==> config.mk <==
export PLATFORM = sky130hd
export DESIGN_NAME = oflow_similarity_metric_param_flat
export DESIGN_NICKNAME = d
export VERILOG_FILES = /design/src/rtl/oflow_similarity_metric_param_if.sv /design/src/rtl/oflow_similarity_metric_param.sv /design/src/flat_wrapper.sv
export SDC_FILE = /design/constraint.sdc
export NUM_CORES = 1
export LEC_CHECK = 0
export CORE_MARGIN = 2
export CORE_UTILIZATION = 43
export CTS_BUF_LIST = sky130_fd_sc_hd__clkbuf_4 sky130_fd_sc_hd__clkbuf_8 sky130_fd_sc_hd__clkbuf_16
export DETAILED_ROUTE_END_ITERATION = 8
export PLACE_DENSITY_LB_ADDON = 0.08
export SLEW_MARGIN = 20
export SYNTH_ARGS = -nofsm -noshare
export SYNTH_HDL_FRONTEND = slang
export SYNTH_SLANG_ARGS = --single-unit
==> constraint.sdc <==
create_clock -name clk -period 12.3 [get_ports clk]
set_clock_uncertainty 0.1 [all_clocks]
set_input_delay 1.845 -clock clk [delete_from_list [all_inputs] [get_ports clk]]
set_output_delay 1.845 -clock clk [all_outputs]
set_load 0.05 [all_outputs]
==> src/rtl/oflow_similarity_metric_param_if.sv <==
// Handshake, feature and result bundle of the similarity-metric engine.
// The master drives start, features and the IoU result; the slave returns busy/valid/score/id.
interface oflow_similarity_metric_param_if #(
   parameter int NUM_COLORS    = 2,
   parameter int COLOR_LEN     = 24,
   parameter int WIDTH_LEN     = 8,
   parameter int HEIGHT_LEN    = 8,
   parameter int D_HISTORY_LEN = 3,
   parameter int IOU_LEN       = 22,
   parameter int WEIGHT_LEN    = 8,
   parameter int SCORE_LEN     = 32,
   parameter int ID_LEN        = 8
);
   logic                                  start;
   logic                                  busy;
   logic [WIDTH_LEN-1:0]                  width_cur;
   logic [HEIGHT_LEN-1:0]                 height_cur;
   logic [NUM_COLORS*COLOR_LEN-1:0]       color_cur;
   logic [WIDTH_LEN-1:0]                  width_prev;
   logic [HEIGHT_LEN-1:0]                 height_prev;
   logic [NUM_COLORS*COLOR_LEN-1:0]       color_prev;
   logic [D_HISTORY_LEN-1:0]              d_history_prev;
   logic [ID_LEN-1:0]                     id_prev;
   logic [(NUM_COLORS+4)*WEIGHT_LEN-1:0]  weights;
   logic [IOU_LEN-1:0]                    iou_in;
   logic                                  iou_valid;
   logic                                  valid;
   logic                                  control_for_read_new_line;
   logic [SCORE_LEN-1:0]                  score;
   logic [ID_LEN-1:0]                     id;

   modport master (
      output start, width_cur, height_cur, color_cur, width_prev, height_prev, color_prev,
             d_history_prev, id_prev, weights, iou_in, iou_valid,
      input  busy, valid, control_for_read_new_line, score, id
   );

   modport slave (
      input  start, width_cur, height_cur, color_cur, width_prev, height_prev, color_prev,
             d_history_prev, id_prev, weights, iou_in, iou_valid,
      output busy, valid, control_for_read_new_line, score, id
   );
endinterface

==> src/rtl/oflow_similarity_metric_param.sv <==
// Weighted L1/IoU similarity score, one shared multiplier, one term per cycle.
// Define OFLOW_SIM_SATURATE_EN to clamp the score to all ones instead of wrapping.
//
// state    | meaning
// S_IDLE   | waiting for start, features latched on start
// S_WAIT_IOU | waiting for iou_valid from the IoU unit
// S_MAC    | acc += weight[k] * metric[k], k = 0..NUM_TERMS-1
// S_OUT    | valid pulse, score/id presented
module oflow_similarity_metric_param #(
   parameter int NUM_COLORS    = 2,
   parameter int COLOR_LEN     = 24,
   parameter int WIDTH_LEN     = 8,
   parameter int HEIGHT_LEN    = 8,
   parameter int D_HISTORY_LEN = 3,
   parameter int IOU_LEN       = 22,
   parameter int WEIGHT_LEN    = 8,
   parameter int FRAC_BITS     = 10,
   parameter int SCORE_LEN     = 32,
   parameter int SCORE_FRAC    = 6,
   parameter int ID_LEN        = 8,
   parameter int READ_AHEAD    = 2
) (
   input logic clk,
   input logic reset,
   oflow_similarity_metric_param_if.slave bus
);
   localparam int NUM_TERMS = NUM_COLORS + 4;
   localparam int KW        = $clog2(NUM_TERMS);
   localparam int CH_LEN    = COLOR_LEN / 3;
   localparam int CSUM_W    = CH_LEN + 2;
   localparam int HIST_LEN  = 2 ** D_HISTORY_LEN;
   localparam int WH_W      = (WIDTH_LEN > HEIGHT_LEN) ? WIDTH_LEN : HEIGHT_LEN;
   localparam int WHH_W     = (WH_W > HIST_LEN) ? WH_W : HIST_LEN;
   localparam int INT_W     = (WHH_W > CSUM_W) ? WHH_W : CSUM_W;
   localparam int MET_W     = INT_W + FRAC_BITS;
   localparam int PROD_W    = MET_W + WEIGHT_LEN;
   localparam int SHIFT     = FRAC_BITS - SCORE_FRAC;
   localparam int ACC_W     = SCORE_LEN + SHIFT + 4;
   localparam int RA_K      = (READ_AHEAD >= NUM_TERMS) ? 0 : NUM_TERMS - 1 - READ_AHEAD;

   typedef enum logic [1:0] {S_IDLE, S_WAIT_IOU, S_MAC, S_OUT} state_t;

   state_t                            state_q, state_d;
   logic [KW-1:0]                     k_q, k_d;
   logic [ACC_W-1:0]                  acc_q, acc_d, acc_next;
   logic [SCORE_LEN-1:0]              score_q, score_d, score_next;
   logic [ID_LEN-1:0]                 id_q, id_d;
   logic                              load_feat, load_iou;

   logic [WIDTH_LEN-1:0]              width_cur_q, width_prev_q, w_diff;
   logic [HEIGHT_LEN-1:0]             height_cur_q, height_prev_q, h_diff;
   logic [NUM_COLORS*COLOR_LEN-1:0]   color_cur_q, color_prev_q;
   logic [D_HISTORY_LEN-1:0]          d_history_q;
   logic [ID_LEN-1:0]                 id_prev_q;
   logic [NUM_TERMS*WEIGHT_LEN-1:0]   weights_q;
   logic [FRAC_BITS-1:0]              iou_pad_q;

   logic [HIST_LEN-1:0]               hist;
   logic [CH_LEN-1:0]                 ch_a, ch_b;
   logic [CSUM_W-1:0]                 csum;
   logic [MET_W-1:0]                  metric [NUM_TERMS];
   logic [WEIGHT_LEN-1:0]             wgt;
   logic [PROD_W-1:0]                 prod;

   // All metrics are padded to the common q*.FRAC_BITS format before the MAC.
   always_comb begin
      for (int t = 0; t < NUM_TERMS; t++) metric[t] = '0;
      ch_a   = '0;
      ch_b   = '0;
      csum   = '0;
      w_diff = (width_prev_q > width_cur_q) ? width_prev_q - width_cur_q
                                            : width_cur_q - width_prev_q;
      h_diff = (height_prev_q > height_cur_q) ? height_prev_q - height_cur_q
                                              : height_cur_q - height_prev_q;
      hist   = HIST_LEN'(1) << d_history_q;
      metric[0] = MET_W'(iou_pad_q);
      metric[1] = {INT_W'(w_diff), {FRAC_BITS{1'b0}}};
      metric[2] = {INT_W'(h_diff), {FRAC_BITS{1'b0}}};
      metric[3] = {INT_W'(hist), {FRAC_BITS{1'b0}}};
      for (int c = 0; c < NUM_COLORS; c++) begin
         csum = '0;
         for (int j = 0; j < 3; j++) begin
            ch_a = color_cur_q[c*COLOR_LEN + j*CH_LEN +: CH_LEN];
            ch_b = color_prev_q[c*COLOR_LEN + j*CH_LEN +: CH_LEN];
            csum = csum + CSUM_W'((ch_a > ch_b) ? ch_a - ch_b : ch_b - ch_a);
         end
         metric[4+c] = {INT_W'(csum), {FRAC_BITS{1'b0}}};
      end
   end

   always_comb begin
      wgt  = weights_q[k_q*WEIGHT_LEN +: WEIGHT_LEN];
      prod = PROD_W'(wgt) * PROD_W'(metric[k_q]);
   end

`ifdef OFLOW_SIM_SATURATE_EN
   localparam int SUM_W = ((ACC_W > PROD_W) ? ACC_W : PROD_W) + 1;
   logic [SUM_W-1:0]       acc_sum;
   logic [ACC_W-SHIFT-1:0] shifted;
   logic                   ovf_q, ovf_next;

   // Sticky carry-out: a wrapped accumulator must still saturate.
   always_comb begin
      acc_sum  = SUM_W'(acc_q) + SUM_W'(prod);
      ovf_next = ovf_q | (|acc_sum[SUM_W-1:ACC_W]);
      acc_next = acc_sum[ACC_W-1:0];
      shifted  = acc_next[ACC_W-1:SHIFT];
      if (ovf_next || (|shifted[ACC_W-SHIFT-1:SCORE_LEN])) score_next = '1;
      else                                                   score_next = shifted[SCORE_LEN-1:0];
   end

   always_ff @(posedge clk) begin
      if (reset)                 ovf_q <= 1'b0;
      else if (load_feat)        ovf_q <= 1'b0;
      else if (state_q == S_MAC) ovf_q <= ovf_next;
   end
`else
   always_comb begin
      acc_next   = acc_q + ACC_W'(prod);
      score_next = acc_next[SHIFT +: SCORE_LEN];
   end
`endif

   always_comb begin
      state_d   = state_q;
      k_d       = k_q;
      acc_d     = acc_q;
      score_d   = score_q;
      id_d      = id_q;
      load_feat = 1'b0;
      load_iou  = 1'b0;
      case (state_q)
         S_IDLE: begin
            if (bus.start) begin
               load_feat = 1'b1;
               acc_d     = '0;
               state_d   = S_WAIT_IOU;
            end
         end
         S_WAIT_IOU: begin
            if (bus.iou_valid) begin
               load_iou = 1'b1;
               k_d      = '0;
               state_d  = S_MAC;
            end
         end
         S_MAC: begin
            acc_d = acc_next;
            if (k_q == KW'(NUM_TERMS - 1)) begin
               score_d = score_next;
               id_d    = id_prev_q;
               state_d = S_OUT;
            end else begin
               k_d = k_q + KW'(1);
            end
         end
         S_OUT:   state_d = S_IDLE;
         default: state_d = S_IDLE;
      endcase
   end

   always_ff @(posedge clk) begin
      if (reset) begin
         state_q <= S_IDLE;
         k_q     <= '0;
         acc_q   <= '0;
         score_q <= '0;
         id_q    <= '0;
      end else begin
         state_q <= state_d;
         k_q     <= k_d;
         acc_q   <= acc_d;
         score_q <= score_d;
         id_q    <= id_d;
      end
   end

   always_ff @(posedge clk) begin
      if (reset) begin
         width_cur_q   <= '0;
         width_prev_q  <= '0;
         height_cur_q  <= '0;
         height_prev_q <= '0;
         color_cur_q   <= '0;
         color_prev_q  <= '0;
         d_history_q   <= '0;
         id_prev_q     <= '0;
         weights_q     <= '0;
         iou_pad_q     <= '0;
      end else begin
         if (load_feat) begin
            width_cur_q   <= bus.width_cur;
            width_prev_q  <= bus.width_prev;
            height_cur_q  <= bus.height_cur;
            height_prev_q <= bus.height_prev;
            color_cur_q   <= bus.color_cur;
            color_prev_q  <= bus.color_prev;
            d_history_q   <= bus.d_history_prev;
            id_prev_q     <= bus.id_prev;
            weights_q     <= bus.weights;
         end
         if (load_iou) iou_pad_q <= bus.iou_in[IOU_LEN-1 -: FRAC_BITS];
      end
   end

   assign bus.busy                      = (state_q != S_IDLE);
   assign bus.valid                     = (state_q == S_OUT);
   assign bus.control_for_read_new_line = (state_q == S_MAC) && (k_q == KW'(RA_K));
   assign bus.score                     = score_q;
   assign bus.id                        = id_q;
endmodule

==> src/flat_wrapper.sv <==
// flat-port wrapper written by rule: the top's interface ports become plain ports
module oflow_similarity_metric_param_flat 
#(
   parameter int NUM_COLORS    = 2,
   parameter int COLOR_LEN     = 24,
   parameter int WIDTH_LEN     = 8,
   parameter int HEIGHT_LEN    = 8,
   parameter int D_HISTORY_LEN = 3,
   parameter int IOU_LEN       = 22,
   parameter int WEIGHT_LEN    = 8,
   parameter int FRAC_BITS     = 10,
   parameter int SCORE_LEN     = 32,
   parameter int SCORE_FRAC    = 6,
   parameter int ID_LEN        = 8,
   parameter int READ_AHEAD    = 2
)
  (clk, reset, bus_start, bus_width_cur, bus_height_cur, bus_color_cur, bus_width_prev, bus_height_prev, bus_color_prev, bus_d_history_prev, bus_id_prev, bus_weights, bus_iou_in, bus_iou_valid, bus_busy, bus_valid, bus_control_for_read_new_line, bus_score, bus_id);
  oflow_similarity_metric_param_if #(.NUM_COLORS(NUM_COLORS), .COLOR_LEN(COLOR_LEN), .WIDTH_LEN(WIDTH_LEN), .HEIGHT_LEN(HEIGHT_LEN), .D_HISTORY_LEN(D_HISTORY_LEN), .IOU_LEN(IOU_LEN), .WEIGHT_LEN(WEIGHT_LEN), .SCORE_LEN(SCORE_LEN), .ID_LEN(ID_LEN)) bus_i ();
  input logic clk;
  input logic reset;
  input wire logic [$bits(bus_i.start)-1:0] bus_start;
  input wire logic [$bits(bus_i.width_cur)-1:0] bus_width_cur;
  input wire logic [$bits(bus_i.height_cur)-1:0] bus_height_cur;
  input wire logic [$bits(bus_i.color_cur)-1:0] bus_color_cur;
  input wire logic [$bits(bus_i.width_prev)-1:0] bus_width_prev;
  input wire logic [$bits(bus_i.height_prev)-1:0] bus_height_prev;
  input wire logic [$bits(bus_i.color_prev)-1:0] bus_color_prev;
  input wire logic [$bits(bus_i.d_history_prev)-1:0] bus_d_history_prev;
  input wire logic [$bits(bus_i.id_prev)-1:0] bus_id_prev;
  input wire logic [$bits(bus_i.weights)-1:0] bus_weights;
  input wire logic [$bits(bus_i.iou_in)-1:0] bus_iou_in;
  input wire logic [$bits(bus_i.iou_valid)-1:0] bus_iou_valid;
  output wire logic [$bits(bus_i.busy)-1:0] bus_busy;
  output wire logic [$bits(bus_i.valid)-1:0] bus_valid;
  output wire logic [$bits(bus_i.control_for_read_new_line)-1:0] bus_control_for_read_new_line;
  output wire logic [$bits(bus_i.score)-1:0] bus_score;
  output wire logic [$bits(bus_i.id)-1:0] bus_id;
  assign bus_i.start = bus_start;
  assign bus_i.width_cur = bus_width_cur;
  assign bus_i.height_cur = bus_height_cur;
  assign bus_i.color_cur = bus_color_cur;
  assign bus_i.width_prev = bus_width_prev;
  assign bus_i.height_prev = bus_height_prev;
  assign bus_i.color_prev = bus_color_prev;
  assign bus_i.d_history_prev = bus_d_history_prev;
  assign bus_i.id_prev = bus_id_prev;
  assign bus_i.weights = bus_weights;
  assign bus_i.iou_in = bus_iou_in;
  assign bus_i.iou_valid = bus_iou_valid;
  assign bus_busy = bus_i.busy;
  assign bus_valid = bus_i.valid;
  assign bus_control_for_read_new_line = bus_i.control_for_read_new_line;
  assign bus_score = bus_i.score;
  assign bus_id = bus_i.id;
  oflow_similarity_metric_param #(.NUM_COLORS(NUM_COLORS), .COLOR_LEN(COLOR_LEN), .WIDTH_LEN(WIDTH_LEN), .HEIGHT_LEN(HEIGHT_LEN), .D_HISTORY_LEN(D_HISTORY_LEN), .IOU_LEN(IOU_LEN), .WEIGHT_LEN(WEIGHT_LEN), .FRAC_BITS(FRAC_BITS), .SCORE_LEN(SCORE_LEN), .SCORE_FRAC(SCORE_FRAC), .ID_LEN(ID_LEN), .READ_AHEAD(READ_AHEAD)) u_core (.clk(clk), .reset(reset), .bus(bus_i));
endmodule
==> flow_summary.rst, run 1 <==
.. list-table::
   :header-rows: 1

   * - Metric
     - Value
   * - Status
     - finished, final reports clean
   * - Post-Synth Adder-Cell Area
     - a little over a quarter
   * - Largest net degree at the start of global routing
     - 103
   * - Initial core utilization
     - between 40% and 50%
   * - Setup Crit Path Kind
     - reg -> reg
   * - Cell Pwr Density
     - 244 mW/mm^2
   * - Total area of multi-input combinational cells
     - 0.0153 sq mm
   * - Mapped Cells
     - between 2000 and 3000
   * - GR Util All Layers
     - a little under a quarter
   * - Total iterations of the first detailed-routing run
     - 6
   * - Hold_sp
     - u_core.weights_q[38]
   * - Xor and xnor fraction of the mapped netlist area
     - roughly 3.3%
   * - Tcrit/Tclk final
     - around 84%
   * - Yosys top cell by area
     - sky130_fd_sc_hd__dfxtp_1
   * - Initial DRC count
     - between 1000 and 1500
   * - Syn-to-layout area delta
     - 18.5%
   * - Number of warnings reported in the yosys synthesis log
     - 0
   * - Distinct cell type count of the synthesized netlist
     - 64
   * - Leakage component of the power
     - between 10 and 15 nW
   * - Chip height
     - around 230 um
   * - Worst-case vdd ir drop
     - 0.000358 V
   * - CP endpoint kind
     - flip-flop
   * - Most frequently used cell type in the post-synthesis netlist
     - sky130_fd_sc_hd__nand2_1
   * - Weighted congestion reported at the end of routability-driven placement
     - 0.882
   * - Number of instances on the worst hold path
     - 2
   * - Flop and latch count out of synthesis
     - between 200 and 300
   * - Top area cells in the synthesized netlist
     - sky130_fd_sc_hd__dfxtp_1 24%, sky130_fd_sc_hd__fa_1 15%, sky130_fd_sc_hd__ha_1 11%, sky130_fd_sc_hd__nand2_1 9.5%, sky130_fd_sc_hd__a21oi_1 7.3%
   * - Setup repair after global routing missed its margin
     - no
   * - Tmin final
     - between 10 and 15 ns
   * - Synth async-reset ratio
     - 0%
   * - Switching share of power
     - 46.7%
   * - Hold Path Sink
     - u_core.weights_q[38]
   * - Net switching power figure
     - ~3 mW
   * - Fraction of layout cells with a size suffix above 1
     - about 4.8%
   * - Mean instance size in the synthesized netlist
     - 7.92 sq um
   * - Net count reported at finish
     - ~3600
   * - CTS H-tree depth
     - 2
   * - Hold bufs inserted after CTS
     - 0
   * - Startpoint of the worst register-to-register path
     - u_core.color_prev_q[33]
   * - Cell type with the highest occurrence count on the critical path
     - sky130_fd_sc_hd__fa_1
   * - Share of the core filled with cells
     - about half
   * - Multiplexer share of the synthesized area
     - between 4 and 5%
   * - Setup TNS Final
     - 0 ns
   * - Die X
     - about 230 um
   * - Number of enable-type register cells in the synthesized netlist
     - 0
   * - Syn Nets
     - ~3500
   * - Number of antenna violations at the first check in global routing
     - 2
   * - Number of slew-limit violations in the final report
     - 0
   * - Worst Path Arrival
     - around 11 ns
   * - Slew at the pin with the worst max-slew slack
     - around 1.1 ns
   * - Residual antenna-violating net count after detailed routing
     - 0
   * - Largest stage delay on the critical path
     - 0.77 ns
   * - Maximum fanout along the worst path
     - 8
   * - Top delay family on crit path
     - adder cells
   * - Port buffer count
     - between 200 and 250
   * - Number of top-level design ports
     - around 260
   * - Setup-violating endpoint count in the final report
     - 0
   * - Die footprint
     - between 0.05 and 0.06 sq mm
   * - Simple-gate share of the synthesized area
     - approximately 17%
   * - Worst setup timing slack at the placement stage
     - 1.69 ns
   * - Minimum setup slack in the final design
     - roughly 2.0 ns
   * - Worst slew slack as a fraction of its limit
     - between 20% and 30%
   * - Class of the tightest hold or removal check
     - reg -> reg
   * - TritonCTS buffer count
     - 35
   * - Global-route wire length before repair
     - around 100000 um
   * - Maximum Capacitance Violations
     - 0
   * - Via count of the first global-routing pass
     - ~19000
   * - Total number of placement rows
     - between 80 and 90
   * - Final Hold Viols
     - 0
   * - Proportion of power drawn by the clock network
     - approximately 16%
   * - Compound-cell area share of the yosys netlist
     - 16.8%
   * - Buffers and inverters on the worst path
     - 4
   * - Depth of the most critical reg-to-reg path
     - 35
   * - Proportion of power drawn by flip-flops and latches
     - 17.2%
   * - Number of vias per cell after detailed routing
     - roughly 5.2
   * - Slowest cell on the critical path
     - sky130_fd_sc_hd__a22oi_1
   * - Routed wire per std cell
     - roughly 17 um
   * - Int Pwr
     - roughly 3.5 mW
   * - Total Routed Length
     - 62600 um
   * - Most used DFF post-synth
     - sky130_fd_sc_hd__dfxtp_1
   * - Worst Setup Start Kind
     - flip-flop
   * - # resized after CTS
     - 0
   * - Placed Cells incl. Taps
     - about 3700
   * - Main combinational cell family by area after synthesis
     - adder cells
   * - Core Footprint
     - 0.0524 sq mm
   * - Power share of the combinational group
     - 66.6%
   * - Maximum number of buffers from clock root to sink
     - 3
   * - Number of fill cells in the layout
     - between 5000 and 6000
   * - CTS tree
     - built
   * - Register area
     - 0.00557 sq mm
   * - Fin cells
     - 3760
   * - Total vias in the final route
     - 19500
   * - Total power consumption of the routed design
     - 6.58 mW
   * - Peak clock frequency supported by timing
     - between 90 and 100 MHz
   * - Capturing point of the worst reg2reg path
     - u_core.acc_q[35]
   * - # clock sinks
     - about 280
   * - Top cell types by occurrence after synthesis
     - 577 x sky130_fd_sc_hd__nand2_1, 378 x sky130_fd_sc_hd__inv_1, 332 x sky130_fd_sc_hd__a21oi_1, 278 x sky130_fd_sc_hd__dfxtp_1, 202 x sky130_fd_sc_hd__ha_1
   * - GRT Residual Overflow
     - 0
   * - Area share of the leading cell type in the synthesized netlist
     - between 20% and 30%
   * - Detail Placement HPWL
     - between 40000 and 50000 um
   * - Proportion of synthesized chip area in sequential cells
     - between 20% and 30%
   * - Worst-path clk slew
     - ~0.060 ns
   * - Syn Std Cell Area
     - roughly 0.023 sq mm
   * - Post CTS Setup Buffer Count
     - 0
   * - Number of remaining DRC errors
     - 0
   * - Worst-case register-to-register setup slack
     - about 2.0 ns
   * - Data required time at the worst endpoint
     - between 10 and 15 ns
   * - CTS Root Buffer Type
     - sky130_fd_sc_hd__clkbuf_16
   * - Clock latency reported for the late side of the worst-skew pair
     - about 0.55 ns
-- metal layers --
| layer | share of wire, % | wire length [um] | up-vias | track usage (%) |
|---|---|---|---|---|
| li1 | - | - | 9724 | - |
| met1 | 46 | 29000 | 9276 | 30.9 |
| met2 | 47 | 29600 | 388 | 38.9 |
| met3 | 4.2 | 2650 | 82 | 3.47 |
| met4 | 2.2 | 1410 | 2 | 6.29 |
| met5 | 0.021 | 13 | - | 0 |
-- power by group through the flow --
stage	Clock (mW)	Combinational, mW	Sequential, mW
floorplan	0	3.26	1.11
global placement	0	4.31	1.14
detailed placement	0	4.37	1.15
CTS	1.10	4.39	1.13
global route	1.13	4.92	1.15
finish	1.07	4.38	1.13
-- how the worst max path moves through the flow --
stage,startpoint,to,cells past startpoint
floorplan,u_core.color_prev_q[17],u_core.acc_q[35],38
global placement,u_core.color_prev_q[17],u_core.acc_q[35],37
detailed placement,u_core.color_prev_q[17],u_core.acc_q[35],37
CTS,u_core.color_prev_q[17],u_core.acc_q[35],37
global route,u_core.color_prev_q[17],u_core.acc_q[35],37
finish,u_core.color_prev_q[33],u_core.acc_q[35],35
-- worst register-to-register path, delay by kind of cell, from the launching register on --
family                   cells  cell delay (ns)
adder cells (fa/ha/maj)      8             3.61
XOR/XNOR                     2             0.30
AND/OR/NAND/NOR              7             1.67
AO/OA/AOI/OAI               13             3.32
multiplexers                 1             0.29
flip-flops                   1             0.42
buffers and inverters        4             0.47
-- stage by stage --
stage | hold slack (ns) | cell area [sq um]
CTS | 0.353 | 26900
finish | 0.351 | 27000
global route | 0.369 | 27000
floorplan | 0.332 | 22800
detailed placement | 0.345 | 25800
global placement | 0.337 | 25800
-- registers in the layout (all words and copies together) (netlist names) --
signal                flops
u_core.bus.score         32
u_core.d_history_q        3
u_core.color_cur_q       48
u_core.height_cur_q       8
u_core.color_prev_q      48
u_core.width_prev_q       8
u_core.k_q                3
u_core.iou_pad_q         10
u_core.width_cur_q        8
u_core.acc_q             36
u_core.state_q            2
u_core.weights_q         48
u_core.height_prev_q      8
u_core.bus.id             8
u_core.id_prev_q          8
-- layout make-up --
type	instances	area share [%]
antenna	2	0.0185
clock buffer	47	3.74
clock inverter	15	0.677
inverter	380	5.29
multi-input combinational	2083	56.7
sequential	278	20.6
tap	688	3.19
timing repair buffer	267	9.77
-- cell usage in the layout, fill, tap and decap left out, types with 9 or more instances in the layout --
cell type,count
sky130_fd_sc_hd__a31o_2,12
sky130_fd_sc_hd__xor2_1,30
sky130_fd_sc_hd__inv_1,378
sky130_fd_sc_hd__a21oi_1,330
sky130_fd_sc_hd__nand4_1,23
sky130_fd_sc_hd__ha_1,202
sky130_fd_sc_hd__and2_1,18
sky130_fd_sc_hd__a22o_1,9
sky130_fd_sc_hd__a21o_1,63
sky130_fd_sc_hd__nand3_1,35
sky130_fd_sc_hd__buf_4,23
sky130_fd_sc_hd__nor2_1,165
sky130_fd_sc_hd__nor2b_1,23
sky130_fd_sc_hd__o21ai_0,58
sky130_fd_sc_hd__fa_1,170
sky130_fd_sc_hd__nor3_1,17
sky130_fd_sc_hd__clkbuf_16,36
sky130_fd_sc_hd__a31oi_1,22
sky130_fd_sc_hd__o21ai_1,10
sky130_fd_sc_hd__mux2i_1,51
sky130_fd_sc_hd__mux2_2,20
sky130_fd_sc_hd__xnor2_1,55
sky130_fd_sc_hd__dfxtp_1,277
sky130_fd_sc_hd__a22oi_1,18
sky130_fd_sc_hd__a211oi_1,11
sky130_fd_sc_hd__clkdlybuf4s50_1,242
sky130_fd_sc_hd__o311ai_0,10
sky130_fd_sc_hd__nand2b_1,16
sky130_fd_sc_hd__o21bai_1,24
sky130_fd_sc_hd__nand2_1,576
-- cells by family after synthesis --
logic type,after synthesis
muxes,81
AOI/OAI and AO/OA,632
xor gates and xnor gates,85
buffers and inverters,516
and+or+nand+nor,913
DFF,278
adders and majority gates,372
Power figures use the tool's default switching activity.
==> inputs of run 2 (changes only) <==
clock period = 9.65 ns   (was 12.3 ns; I/O delays follow)
==> flow_summary.rst, run 2 (synthesis gave the netlist of run 1 again) <==
.. list-table::
   :header-rows: 1

   * - Metric
     - Value
   * - Via count of the first global-routing pass
     - 19800 (+2.4%)
   * - Total vias in the final route
     - 19700 (+0.97%)
   * - GR Util All Layers
     - 23.4% (+0.27 points)
   * - Cell type with the highest occurrence count on the critical path
     - sky130_fd_sc_hd__fa_1
   * - Setup Crit Path Kind
     - reg -> reg
   * - Total Routed Length
     - 63600 um (+1.5%)
   * - Routed wire per std cell
     - 16.6 um (-0.29%)
   * - Peak clock frequency supported by timing
     - 109 MHz (+12%)
   * - Data required time at the worst endpoint
     - 10.00 ns (-2.68 ns)
   * - Registers with the most flip-flops
     - u_core.color_cur_q (48), u_core.color_prev_q (48), u_core.weights_q (48)
   * - Chip height
     - 234 um (unchanged)
   * - Syn-to-layout area delta
     - 21.8%
   * - Total iterations of the first detailed-routing run
     - 5 (-1)
   * - Commonest non-fill, non-tap cell in the layout
     - sky130_fd_sc_hd__nand2_1
   * - Fin cells
     - 3829 (+1.8%)
   * - Minimum setup slack in the final design
     - 0.485 ns (-1.52 ns)
   * - Maximum fanout along the worst path
     - 6 (-2)
   * - CTS H-tree depth
     - 2 (unchanged)
   * - Placed Cells incl. Taps
     - 3759 (+1.7%)
   * - Worst setup timing slack at the placement stage
     - -0.0820 ns (-1.77 ns)
   * - Die footprint
     - 0.0548 sq mm (unchanged)
   * - CTS tree
     - built
   * - CP endpoint kind
     - flip-flop
   * - Class of the tightest hold or removal check
     - reg -> reg
   * - Clock latency reported for the late side of the worst-skew pair
     - 0.54 ns (about the same)
   * - Maximum number of buffers from clock root to sink
     - 3 (unchanged)
   * - Number of top-level design ports
     - 256 (unchanged)
   * - First element of the critical path
     - u_core.color_prev_q[41]
   * - DP Area
     - 0.0262 sq mm (+1.9%)
   * - Hold bufs inserted after CTS
     - 0 (unchanged)
   * - CTS Root Buffer Type
     - sky130_fd_sc_hd__clkbuf_16
   * - Die X
     - 234 um (unchanged)
   * - Global-route wire length before repair
     - 102000 um (+1.3%)
   * - Finished layout cell area
     - 0.0277 sq mm (+2.8%)
   * - Tcrit/Tclk final
     - 95.0% (+11 points)
   * - Status
     - finished, final reports clean
   * - Worst Setup Start Kind
     - flip-flop
   * - Cell Pwr Density
     - 324 mW/mm^2 (+33%)
   * - Slew at the pin with the worst max-slew slack
     - 1.11 ns (-0.0103 ns)
   * - Leakage component of the power
     - 11.7 nW (+3.6%)
   * - Number of remaining DRC errors
     - 0 (unchanged)
   * - Fraction of layout cells with a size suffix above 1
     - 8.03% (+3.2 points)
   * - Worst-case vdd ir drop
     - 0.000455 V (+27%)
   * - Port buffer count
     - 243 (unchanged)
   * - Initial DRC count
     - 1058 (-13%)
   * - Initial core utilization
     - 43.4% (unchanged)
   * - Total number of placement rows
     - 84 (unchanged)
   * - Detail Placement HPWL
     - 49600 um (+1.1%)
   * - Slowest cell on the critical path
     - sky130_fd_sc_hd__fa_1
   * - # clock sinks
     - 278 (unchanged)
   * - Tmin final
     - 9.16 ns (-1.13 ns)
   * - Number of fill cells in the layout
     - 5065 (-0.020%)
   * - Worst Path Arrival
     - 9.52 ns (-1.15 ns)
   * - TritonCTS buffer count
     - 36 (+2.9%)
   * - Final Hold Viols
     - 0 (unchanged)
   * - Number of vias per cell after detailed routing
     - 5.13 (-0.85%)
   * - Hold_sp
     - u_core.id_prev_q[1]
   * - Buffers and inverters on the worst path
     - 4 (unchanged)
   * - Register area
     - 0.00557 sq mm (about the same)
   * - Total area of multi-input combinational cells
     - 0.0155 sq mm (+1.5%)
   * - Setup repair after global routing missed its margin
     - no
   * - Worst slew slack as a fraction of its limit
     - 25.9% (+0.69 points)
   * - Largest stage delay on the critical path
     - 0.61 ns (-0.16 ns)
   * - Maximum Capacitance Violations
     - 0 (unchanged)
   * - Leading cell types in the layout, fill and taps excluded
     - 576 x sky130_fd_sc_hd__nand2_1, 378 x sky130_fd_sc_hd__inv_1, 327 x sky130_fd_sc_hd__a21oi_1
   * - Largest net degree at the start of global routing
     - 103 (unchanged)
   * - Net count reported at finish
     - 3699 (+1.9%)
   * - Number of antenna violations at the first check in global routing
     - 1 (-1)
   * - Weighted congestion reported at the end of routability-driven placement
     - 0.894 (+1.3%)
   * - Worst-path clk slew
     - 0.06 ns (about the same)
   * - Setup-violating endpoint count in the final report
     - 0 (unchanged)
   * - Top delay family on crit path
     - adder cells
   * - Residual antenna-violating net count after detailed routing
     - 0 (unchanged)
   * - Core Footprint
     - 0.0524 sq mm (unchanged)
   * - Startpoint of the worst register-to-register path
     - u_core.color_prev_q[41]
   * - Number of slew-limit violations in the final report
     - 0 (unchanged)
   * - GRT Residual Overflow
     - 0 (unchanged)
[run 2: cell types whose count changed in the layout (fill, tap and decap cells not counted), moves of 4 or more]
cell,previous run,this run
sky130_fd_sc_hd__a21boi_0,8,1
sky130_fd_sc_hd__a21boi_1,0,6
sky130_fd_sc_hd__buf_4,23,89
sky130_fd_sc_hd__mux2i_1,51,47
sky130_fd_sc_hd__o21ai_0,58,48
sky130_fd_sc_hd__o21ai_1,10,14
sky130_fd_sc_hd__o21ai_2,0,6
sky130_fd_sc_hd__o41ai_1,6,0
sky130_fd_sc_hd__o41ai_2,0,4
[run 2: final cells by class]
type,instances,area share [%]
multi-input combinational,2083,56.0
sequential,278,20.1
timing repair buffer,335,11.3
inverter,380,5.14
clock buffer,50,3.82
tap,688,3.10
clock inverter,14,0.550
antenna,1,0.00902
[run 2: layer usage]
metal / wire length [um] / GRT usage, % / vias to the layer above
li1: - / - / 9855
met1: 29100 / 30.6 / 9327
met2: 30200 / 40.2 / 399
met3: 2720 / 3.32 / 77
met4: 1490 / 6.37 / 2
met5: 13 / 0 / -
[run 2: path summary, 6_finish.rpt]
| check | slack (ns) | depth (start not counted) | endpoint |
|---|---|---|---|
| min reg2reg | 0.35 | 2 | u_core.bus.id[1] |
| max reg2reg | 0.49 | 36 | u_core.acc_q[35] |
| min | 0.35 | 2 | u_core.bus.id[1] |
| max | 0.49 | 36 | u_core.acc_q[35] |
[run 2: stage by stage]
stage | setup TNS (ns) | total power, mW | util (%) | hold WS, ns
4_1_cts | 0 | 8.80 | 52.3 | 0.354
6_report | 0 | 8.99 | 52.9 | 0.350
3_3_place_gp | 0 | 7.28 | 50.0 | 0.337
5_1_grt | 0 | 9.79 | 52.9 | 0.372
3_5_place_dp | -0.124 | 7.38 | 50.0 | 0.347
2_1_floorplan | 0 | 5.57 | - | 0.332
[run 2: repair_timing]
action	in CTS	in global routing
endpoints found under the hold margin	0	0
pin swaps	1	17
setup endpoints to repair	5	31
buffers inserted	1	3
resized for setup	0	59
cloned	0	0
[run 2: worst reg2reg max path: cells and delay by family, from the launching register on]
kind	cells	cell delay, ns
xor+xnor	2	0.33
compound gates	12	2.30
simple gates	8	1.85
flops	1	0.33
mux	2	0.40
fa+ha+maj	8	3.57
buf+inv	4	0.23
[run 2: report_power, final]
group,internal [mW],switching (mW),leakage [nW],total [mW]
sequential,1.31,0.125,2.27,1.43
clock,0.848,0.526,0.605,1.37
combinational,2.73,3.45,8.85,6.19
